`config.mk`:
```
export PLATFORM = sky130hd
export DESIGN_NAME = max_pool_2x2
export DESIGN_NICKNAME = d
export VERILOG_FILES = /design/src/rtl/cnn_pkg.sv /design/src/rtl/max2_signed.sv /design/src/rtl/max_pool_2x2.sv
export SDC_FILE = /design/constraint.sdc
export NUM_CORES = 1
export LEC_CHECK = 0
export CORE_MARGIN = 8
export CORE_UTILIZATION = 30
export DETAILED_ROUTE_END_ITERATION = 10
export HOLD_SLACK_MARGIN = 0.02
export PLACE_DENSITY = 0.61
export SKIP_CTS_REPAIR_TIMING = 1
export SYNTH_ARGS = -nofsm -noshare
export SYNTH_HDL_FRONTEND = slang
export SYNTH_SLANG_ARGS = --single-unit
```
`constraint.sdc`:
```
create_clock -name clk -period 2.7 [get_ports clk]
set_input_delay 0.675 -clock clk [delete_from_list [all_inputs] [get_ports clk]]
set_output_delay 0.675 -clock clk [all_outputs]
set_load 0.01 [all_outputs]
```
`src/rtl/cnn_pkg.sv`:
```
// cnn_pkg: shared defaults and state encoding for the CNN pooling blocks.
//   DATA_W_DEF   - default signed element width
//   OUT_COLS_DEF - default pooled outputs per row
//   OUT_ROWS_DEF - default pooled rows per frame
//   pool_state_t - frame sequencer state encoding
package cnn_pkg;

  localparam int DATA_W_DEF   = 22;
  localparam int OUT_COLS_DEF = 14;
  localparam int OUT_ROWS_DEF = 14;

  typedef enum logic {
    ST_IDLE = 1'b0,
    ST_RUN  = 1'b1
  } pool_state_t;

endpackage

```
`src/rtl/max2_signed.sv`:
```
// max2_signed: registered two's-complement maximum of two operands.
// Ports:
//   clk, rstn : clock, asynchronous active-low reset
//   en        : operands valid this cycle; when low the outputs load 0
//   a, b      : signed operands, a is the lower-index element
//   max_q     : registered max(a, b)
//   sel_q     : registered select bit, 1 when b won
// Ties go to a: b only wins when strictly greater.
module max2_signed
  import cnn_pkg::*;
#(
  parameter int W = DATA_W_DEF
) (
  input  logic         clk,
  input  logic         rstn,
  input  logic         en,
  input  logic [W-1:0] a,
  input  logic [W-1:0] b,
  output logic [W-1:0] max_q,
  output logic         sel_q
);

  logic b_wins;

  assign b_wins = $signed(b) > $signed(a);

  // Clearing on !en keeps the downstream data at 0 between strobes.
  always_ff @(posedge clk or negedge rstn) begin
    if (!rstn) begin
      max_q <= '0;
      sel_q <= 1'b0;
    end else if (en) begin
      max_q <= b_wins ? b : a;
      sel_q <= b_wins;
    end else begin
      max_q <= '0;
      sel_q <= 1'b0;
    end
  end

endmodule

```
`src/rtl/max_pool_2x2.sv`:
```
// max_pool_2x2: two-stage 2x2 signed max pooling with output position tracking.
// Optional feature macro: POOL_ARGMAX_EN adds output pool_argmax.
// Ports:
//   clk, rstn    : clock, asynchronous active-low reset
//   win_valid    : one strobe per 2x2 window
//   x_m_1        : left column  {e0 (upper), e1 (lower)}
//   x_m_2        : right column {e2 (upper), e3 (lower)}
//   pool_valid   : pooled result strobe, 2 cycles after win_valid
//   pool_data    : signed window maximum, 0 when pool_valid low
//   pool_col/row : output position of pool_data, 0 when pool_valid low
//   pool_argmax  : winning element index 0..3 (POOL_ARGMAX_EN only)
//   frame_done   : pulses with the last output of a frame
//   busy         : frame in progress or pipeline holding data
//
// state   | meaning
// --------+-----------------------------------------------------------
// IDLE    | no frame open, waiting for the first window
// RUN     | frame open; leaves after frame_done unless a new window is in
module max_pool_2x2
  import cnn_pkg::*;
#(
  parameter int DATA_W   = DATA_W_DEF,
  parameter int OUT_COLS = OUT_COLS_DEF,
  parameter int OUT_ROWS = OUT_ROWS_DEF
) (
  input  logic                        clk,
  input  logic                        rstn,
  input  logic                        win_valid,
  input  logic [2*DATA_W-1:0]         x_m_1,
  input  logic [2*DATA_W-1:0]         x_m_2,
  output logic                        pool_valid,
  output logic [DATA_W-1:0]           pool_data,
  output logic [$clog2(OUT_COLS)-1:0] pool_col,
  output logic [$clog2(OUT_ROWS)-1:0] pool_row,
`ifdef POOL_ARGMAX_EN
  output logic [1:0]                  pool_argmax,
`endif
  output logic                        frame_done,
  output logic                        busy
);

  localparam int COL_W = $clog2(OUT_COLS);
  localparam int ROW_W = $clog2(OUT_ROWS);

  pool_state_t       state;
  logic              v1, v2;
  logic [COL_W-1:0]  col_cnt;
  logic [ROW_W-1:0]  row_cnt;
  logic [DATA_W-1:0] m01, m23, pool_max;
  logic              s01, s23, pool_sel;
  logic              col_last, row_last;

  max2_signed #(.W(DATA_W)) u_max01 (
    .clk   (clk),
    .rstn  (rstn),
    .en    (win_valid),
    .a     (x_m_1[2*DATA_W-1:DATA_W]),
    .b     (x_m_1[DATA_W-1:0]),
    .max_q (m01),
    .sel_q (s01)
  );

  max2_signed #(.W(DATA_W)) u_max23 (
    .clk   (clk),
    .rstn  (rstn),
    .en    (win_valid),
    .a     (x_m_2[2*DATA_W-1:DATA_W]),
    .b     (x_m_2[DATA_W-1:0]),
    .max_q (m23),
    .sel_q (s23)
  );

  max2_signed #(.W(DATA_W)) u_max_out (
    .clk   (clk),
    .rstn  (rstn),
    .en    (v1),
    .a     (m01),
    .b     (m23),
    .max_q (pool_max),
    .sel_q (pool_sel)
  );

  assign col_last   = col_cnt == COL_W'(OUT_COLS - 1);
  assign row_last   = row_cnt == ROW_W'(OUT_ROWS - 1);
  assign frame_done = v2 && col_last && row_last;

  always_ff @(posedge clk or negedge rstn) begin
    if (!rstn) begin
      state   <= ST_IDLE;
      v1      <= 1'b0;
      v2      <= 1'b0;
      col_cnt <= '0;
      row_cnt <= '0;
    end else begin
      v1 <= win_valid;
      v2 <= v1;
      if (v2) begin
        if (col_last) begin
          col_cnt <= '0;
          row_cnt <= row_last ? '0 : row_cnt + ROW_W'(1);
        end else begin
          col_cnt <= col_cnt + COL_W'(1);
        end
      end
      case (state)
        ST_IDLE: if (win_valid) state <= ST_RUN;
        // A window already in stage 1 belongs to the next frame, so stay open.
        ST_RUN:  if (frame_done && !win_valid && !v1) state <= ST_IDLE;
        default: state <= ST_IDLE;
      endcase
    end
  end

  assign pool_valid = v2;
  assign pool_data  = pool_max;
  assign pool_col   = v2 ? col_cnt : '0;
  assign pool_row   = v2 ? row_cnt : '0;
  assign busy       = (state == ST_RUN) || v1 || v2;

`ifdef POOL_ARGMAX_EN
  logic s01_d, s23_d;

  always_ff @(posedge clk or negedge rstn) begin
    if (!rstn) begin
      s01_d <= 1'b0;
      s23_d <= 1'b0;
    end else if (v1) begin
      s01_d <= s01;
      s23_d <= s23;
    end else begin
      s01_d <= 1'b0;
      s23_d <= 1'b0;
    end
  end

  // All three select flops are 0 when no result is valid, giving index 0.
  assign pool_argmax = pool_sel ? {1'b1, s23_d} : {1'b0, s01_d};
`else
  // Select bits have no consumer in this build and are trimmed in synthesis.
  logic unused_sel;
  assign unused_sel = s01 ^ s23 ^ pool_sel;
`endif

endmodule
```
Word level (Yosys, flattened, before mapping)
Index checks and enable logic that the tools add are counted.
{ "op_classes": {"n_addsub": 2, "magnitude_cmp": 3, "n_eq_ne": 2, "mux": 13, "n_bitwise": 1, "reduce_logical": 9} }
{ "ops": {"columns": ["cell", "count"], "rows": [
  ["22-bit two-way mux", 6],
  ["22-bit greater-than comparator", 3],
  ["4-bit two-way mux", 4],
  ["4-bit by 1-bit adder with 4-bit output (second input constant)", 2],
  ["4-bit == test (second input constant)", 2],
  ["1-bit logical AND", 4],
  ["1-bit logical NOT", 2],
  ["1-bit logical OR", 2],
  ["1-bit two-way mux", 2],
  ["1-bit one-hot mux with 2 select lines", 1],
  ["2-bit AND reduction", 1],
  ["1-bit inverter", 1]
]} }
{ "word_totals": {"regBits": 77, "input_bits": 91, "out_inout_bits": 33, "elab_cells": 38} }

Depth between registers and ports, before layout
{ "logic_depth": {"word_depth": 7, "depth_mapped": 9} }

Modules after synthesis
From an unflattened synthesis, not the netlist that was laid out.
{ "hier_totals": {"hier_cells": 591, "area_unflattened_um2": 5296.3} }
{ "modules_own_cells": {"columns": ["module", "instances", "cells_per_inst", "area_each_um2", "seq_area_each_um2"], "rows": [
  ["max2_signed", 3, 179, 1586.5, 575.6],
  ["max_pool_2x2", 1, 54, 536.8, 275.3]
]} }

Least setup slack after synthesis
Ideal clock, no wire load.
{ "synth_timing": {"path_kind": "input -> register", "start": "in x_m_2[43]", "end": "reg u_max23.max_q[14]", "t_arrival_ns": 2.397, "required_time_ns": 2.621, "slack_ns": 0.224, "path_stages": 9, "n_path_buf": 1, "cell_sequence": "inv_1 -> ha_1 -> nand4_2 -> o22ai_2 -> a2111oi_4 -> o211ai_1 -> o22ai_2 -> buf_6 -> mux2i_1"} }
{ "synth_between": {"elab_chain_len": 3} }
{ "synth_lines": {"columns": ["element", "line", "source"], "rows": [
  ["start, declared", "max_pool_2x2.sv:30", "input logic [2*DATA_W-1:0] x_m_2,"],
  ["22-bit greater-than comparator", "max2_signed.sv:25", "assign b_wins = $signed(b) > $signed(a);"],
  ["22-bit two-way mux", "max2_signed.sv:33", "max_q <= b_wins ? b : a;"],
  ["22-bit two-way mux", "max2_signed.sv:32", "end else if (en) begin"],
  ["end signal, assigned", "max2_signed.sv:33", null],
  ["end, declared", "max2_signed.sv:19", "output logic [W-1:0] max_q,"]
]} }
Every way passes these cells.
A chain may end at the register's enable or synchronous reset.

Worst setup path after layout
{ "layout_timing": {"start": "in x_m_1[27]", "end": "reg u_max01.max_q[6]"} }
{ "layout_between": {"elab_chain_len": 3} }
{ "layout_lines": {"columns": ["element", "line", "source"], "rows": [
  ["start, declared", "max_pool_2x2.sv:29", "input logic [2*DATA_W-1:0] x_m_1,"],
  ["22-bit greater-than comparator", "max2_signed.sv:25", null],
  ["22-bit two-way mux", "max2_signed.sv:33", null],
  ["22-bit two-way mux", "max2_signed.sv:32", null],
  ["end signal, assigned", "max2_signed.sv:33", null],
  ["end, declared", "max2_signed.sv:19", null]
]} }
Every way passes these cells.

==> metrics.md <==
| Metric | Value |
|---|---|
| Status | finished, final reports clean |
| Fin crit share | 0.978 |
| Most frequent cells in the layout | nand2_1, clkdlybuf4s50_1, dfrtp_1 |
| Worst reg2reg path startpoint | u_max23.max_q[13]$_DFF_PN0_ |
| Mapped Nets | 740 |
| Drt drc | 0 |
| Placed cell area | 0.00696 mm^2 |
| Share of post-route cells with drive strength above 1 | 0.154 |
| Diode count | 0 |
| Die W | ~150 um |
| Setup CP Type | input port to flip-flop |
| Detailed placement HPWL | 11000 um |
| Worst skew pair latency | 0.33 ns |
| Synth Instances | roughly 580 |
| Top-Level Pins | about 120 |
| Fin nets | slightly above 900 |
| Family with the most delay on the worst path | compound AO/OA/AOI/OAI gates |
| Die Ht | 147 um |
| CP required | 2.94 ns |
| GRT overflow | 0 |
| Worst path slowest cell | clkdlybuf4s50_1 |
| Largest net degree at the start of global routing | 91 |
| Number of fill cells in the layout | about 1700 |
| Drt wl/cell | between 10 and 15 um |
| Initial antenna violation count | 0 |
| Post-synthesis cell type count | 31 |
| #FFs+latches synth | 77 |
| Fmax | 0.379 GHz |
| Clock transition at path regs | 0.05 ns |
| Slew @ Worst Pin | 0.459 ns |
| CP max FO | 7 |
| Die footprint | 0.0217 mm^2 |
| Drt via density | between 4 and 5 |
| Crit path cell chain | clkdlybuf4s50_1, inv_1, ha_1, a21oi_1, o221ai_2, a221oi_4, o22ai_4, buf_12, mux2i_1 |
| Number of buffers inserted by port buffering | 123 |
| Routed Antenna Nets | 0 |
| Core Util, Final | 0.451 |
| Max clock buf depth | 2 |
| CTS tree | yes |
| Final setup fails | 0 |
| H-tree depth | 3 |
| Core area | 0.0171 mm^2 |
| Multi-input logic area | between 0.003 and 0.004 mm^2 |
| Vias | 4332 |
| Fin worst setup slack | 0.0592 ns |
| Global-route wire length before repair | ~22000 um |
| Num CTS Buffers | 9 |
| Row cnt | 48 |
| Cell Area, Synth | 0.00516 mm^2 |
| Initial Util | 0.303 |
| Vias in the first global route | 4294 |
| Critical Path Source | x_m_1[27] |
| Crit path arrival time | 2.89 ns |
| Gpl congestion | 0.809 |
| Synthesized area per cell | 8.85 um^2 |
| Final Hold Viols | 0 |
| Sequential cell area | 0.00193 mm^2 |
| DRT Pass-1 Iters | 4 |
| Aggregate routed wire length | 14400 um |
| Leak | ~3.7 nW |
| Clk_skew | approximately 0.006 ns |
| Worst IR drop on VDD | 0.279 mV |
| Sequential-to-total area share from yosys stat | 0.373 |
| DP Worst Slack | -0.452 ns |
| Crit path launch type | input port |
| RSZ-0062 raised after global routing | yes |
| Area growth syn-to-layout | 48.9% |
| CP max stage delay | roughly 0.48 ns |
| Max-slew headroom | 0.691 |
| Synth warn | 0 |
| Clock Sinks | between 70 and 80 |
| CP bufs+invs | 3 |
| Most common cell after layout, fill and taps aside | nand2_1 |
| Post-route cell area | 0.00768 mm^2 |
| Overall Global Routing Usage | 0.126 |
| Setup TNS | 0 ns |
| Min Tclk post-route | between 2 and 3 ns |
| CP Capture Type | flip-flop |
| Root Driver | clkbuf_16 |
| 1st-iter DRT viols | 138 |
| Max Cap Viol | 0 |
| Fin. max-slew vios | 0 |
| Hold Path Class | input port to async pin |
| Pwr/cell area | 533 mW/mm^2 |
[power breakdown]
part           leakage, nW  internal, mW  switching [mW]  total [mW]
clock                0.129         0.640           0.440        1.08
combinational         2.60         0.832           0.713        1.54
sequential           0.999          1.34           0.138        1.47
[worst paths after layout]
kind / end / slack [ns] / cells after the start
worst min-delay path: u_max01.max_q[6]$_DFF_PN0_ / 0.28 / 1
worst min register to register: row_cnt[0]$_DFFE_PN0P_ / 0.49 / 1
worst max-delay path: u_max01.max_q[6]$_DFF_PN0_ / 0.06 / 9
min in group clk: row_cnt[0]$_DFFE_PN0P_ / 0.49 / 1
max in group asynchronous: u_max23.max_q[18]$_DFF_PN0_ / 1.73 / 2
worst max register to register: u_max_out.max_q[4]$_DFF_PN0_ / 0.43 / 7
[layout make-up]
class	instances	area share
Tap cell	225	0.0366
Multi-Input combinational cell	409	0.409
Inverter	75	0.0366
Timing Repair Buffer	179	0.233
Sequential cell	77	0.251
Clock buffer	13	0.0326
Clock inverter	2	0.00130
[cell usage after synthesis (all sizes together)]
cell / number / area [um^2]
nand2: 168 / 631
dfrtp: 77 / 1930
inv: 75 / 282
ha: 66 / 826
mux2i: 66 / 661
a21oi: 29 / 145
clkbuf: 16 / 60.1
o21ai: 14 / 70.1
nor2: 8 / 30.0
and2: 7 / 43.8
buf: 6 / 55.1
nand4: 6 / 50.0
nor3: 6 / 30.0
o22ai: 5 / 62.6
a211oi: 4 / 30.0
nand3: 4 / 20.0
a221oi: 3 / 26.3
nand2b: 3 / 18.8
nor4: 3 / 18.8
o211ai: 3 / 22.5
o221ai: 3 / 26.3
a2111oi: 2 / 55.1
a21o: 2 / 15.0
nor3b: 2 / 15.0
xor2: 2 / 17.5
o31ai: 1 / 7.51
o41ai: 1 / 8.76
or3: 1 / 6.26
[metal layers]
layer / GRT usage / vias up / wire length (um)
met1: 0.162 / 1964 / 6430
li1: - / 2273 / -
met2: 0.207 / 82 / 7180
met5: 0 / - / 0
met4: 0.0439 / 0 / 214
met3: 0.0249 / 13 / 556
[per-stage QoR]
| step | hold slack, ns | instances | power [mW] |
|---|---|---|---|
| global route | 0.313 | 980 | 4.39 |
| floorplan | 0.352 | 583 | 2.26 |
| global placement | 0.477 | 957 | 2.88 |
| detailed placement | 0.479 | 957 | 2.90 |
| finish | 0.284 | 980 | 4.10 |
| CTS | 0.297 | 972 | 4.00 |
[cell families (layout without fill, tap and decap cells)]
logic type               after synthesis  after routing  share of synthesized area
buffers and inverters                 97            269                     0.0769
multiplexers                          66             66                      0.128
AND/OR/NAND/NOR                      208            208                      0.167
flip-flops                            77             77                      0.373
XOR/XNOR                               2              2                    0.00340
AO/OA/AOI/OAI                         67             67                     0.0909
adder cells (fa/ha/maj)               66             66                      0.160
[flip-flops by register name, summed over array words and instances (netlist names)]
| register | flops |
|---|---|
| u_max23.max_q | 22 |
| col_cnt | 4 |
| row_cnt | 4 |
| state | 1 |
| u_max_out.max_q | 22 |
| u_max01.max_q | 22 |
| v1 | 1 |
| pool_valid | 1 |
Power figures use the tool's default switching activity.
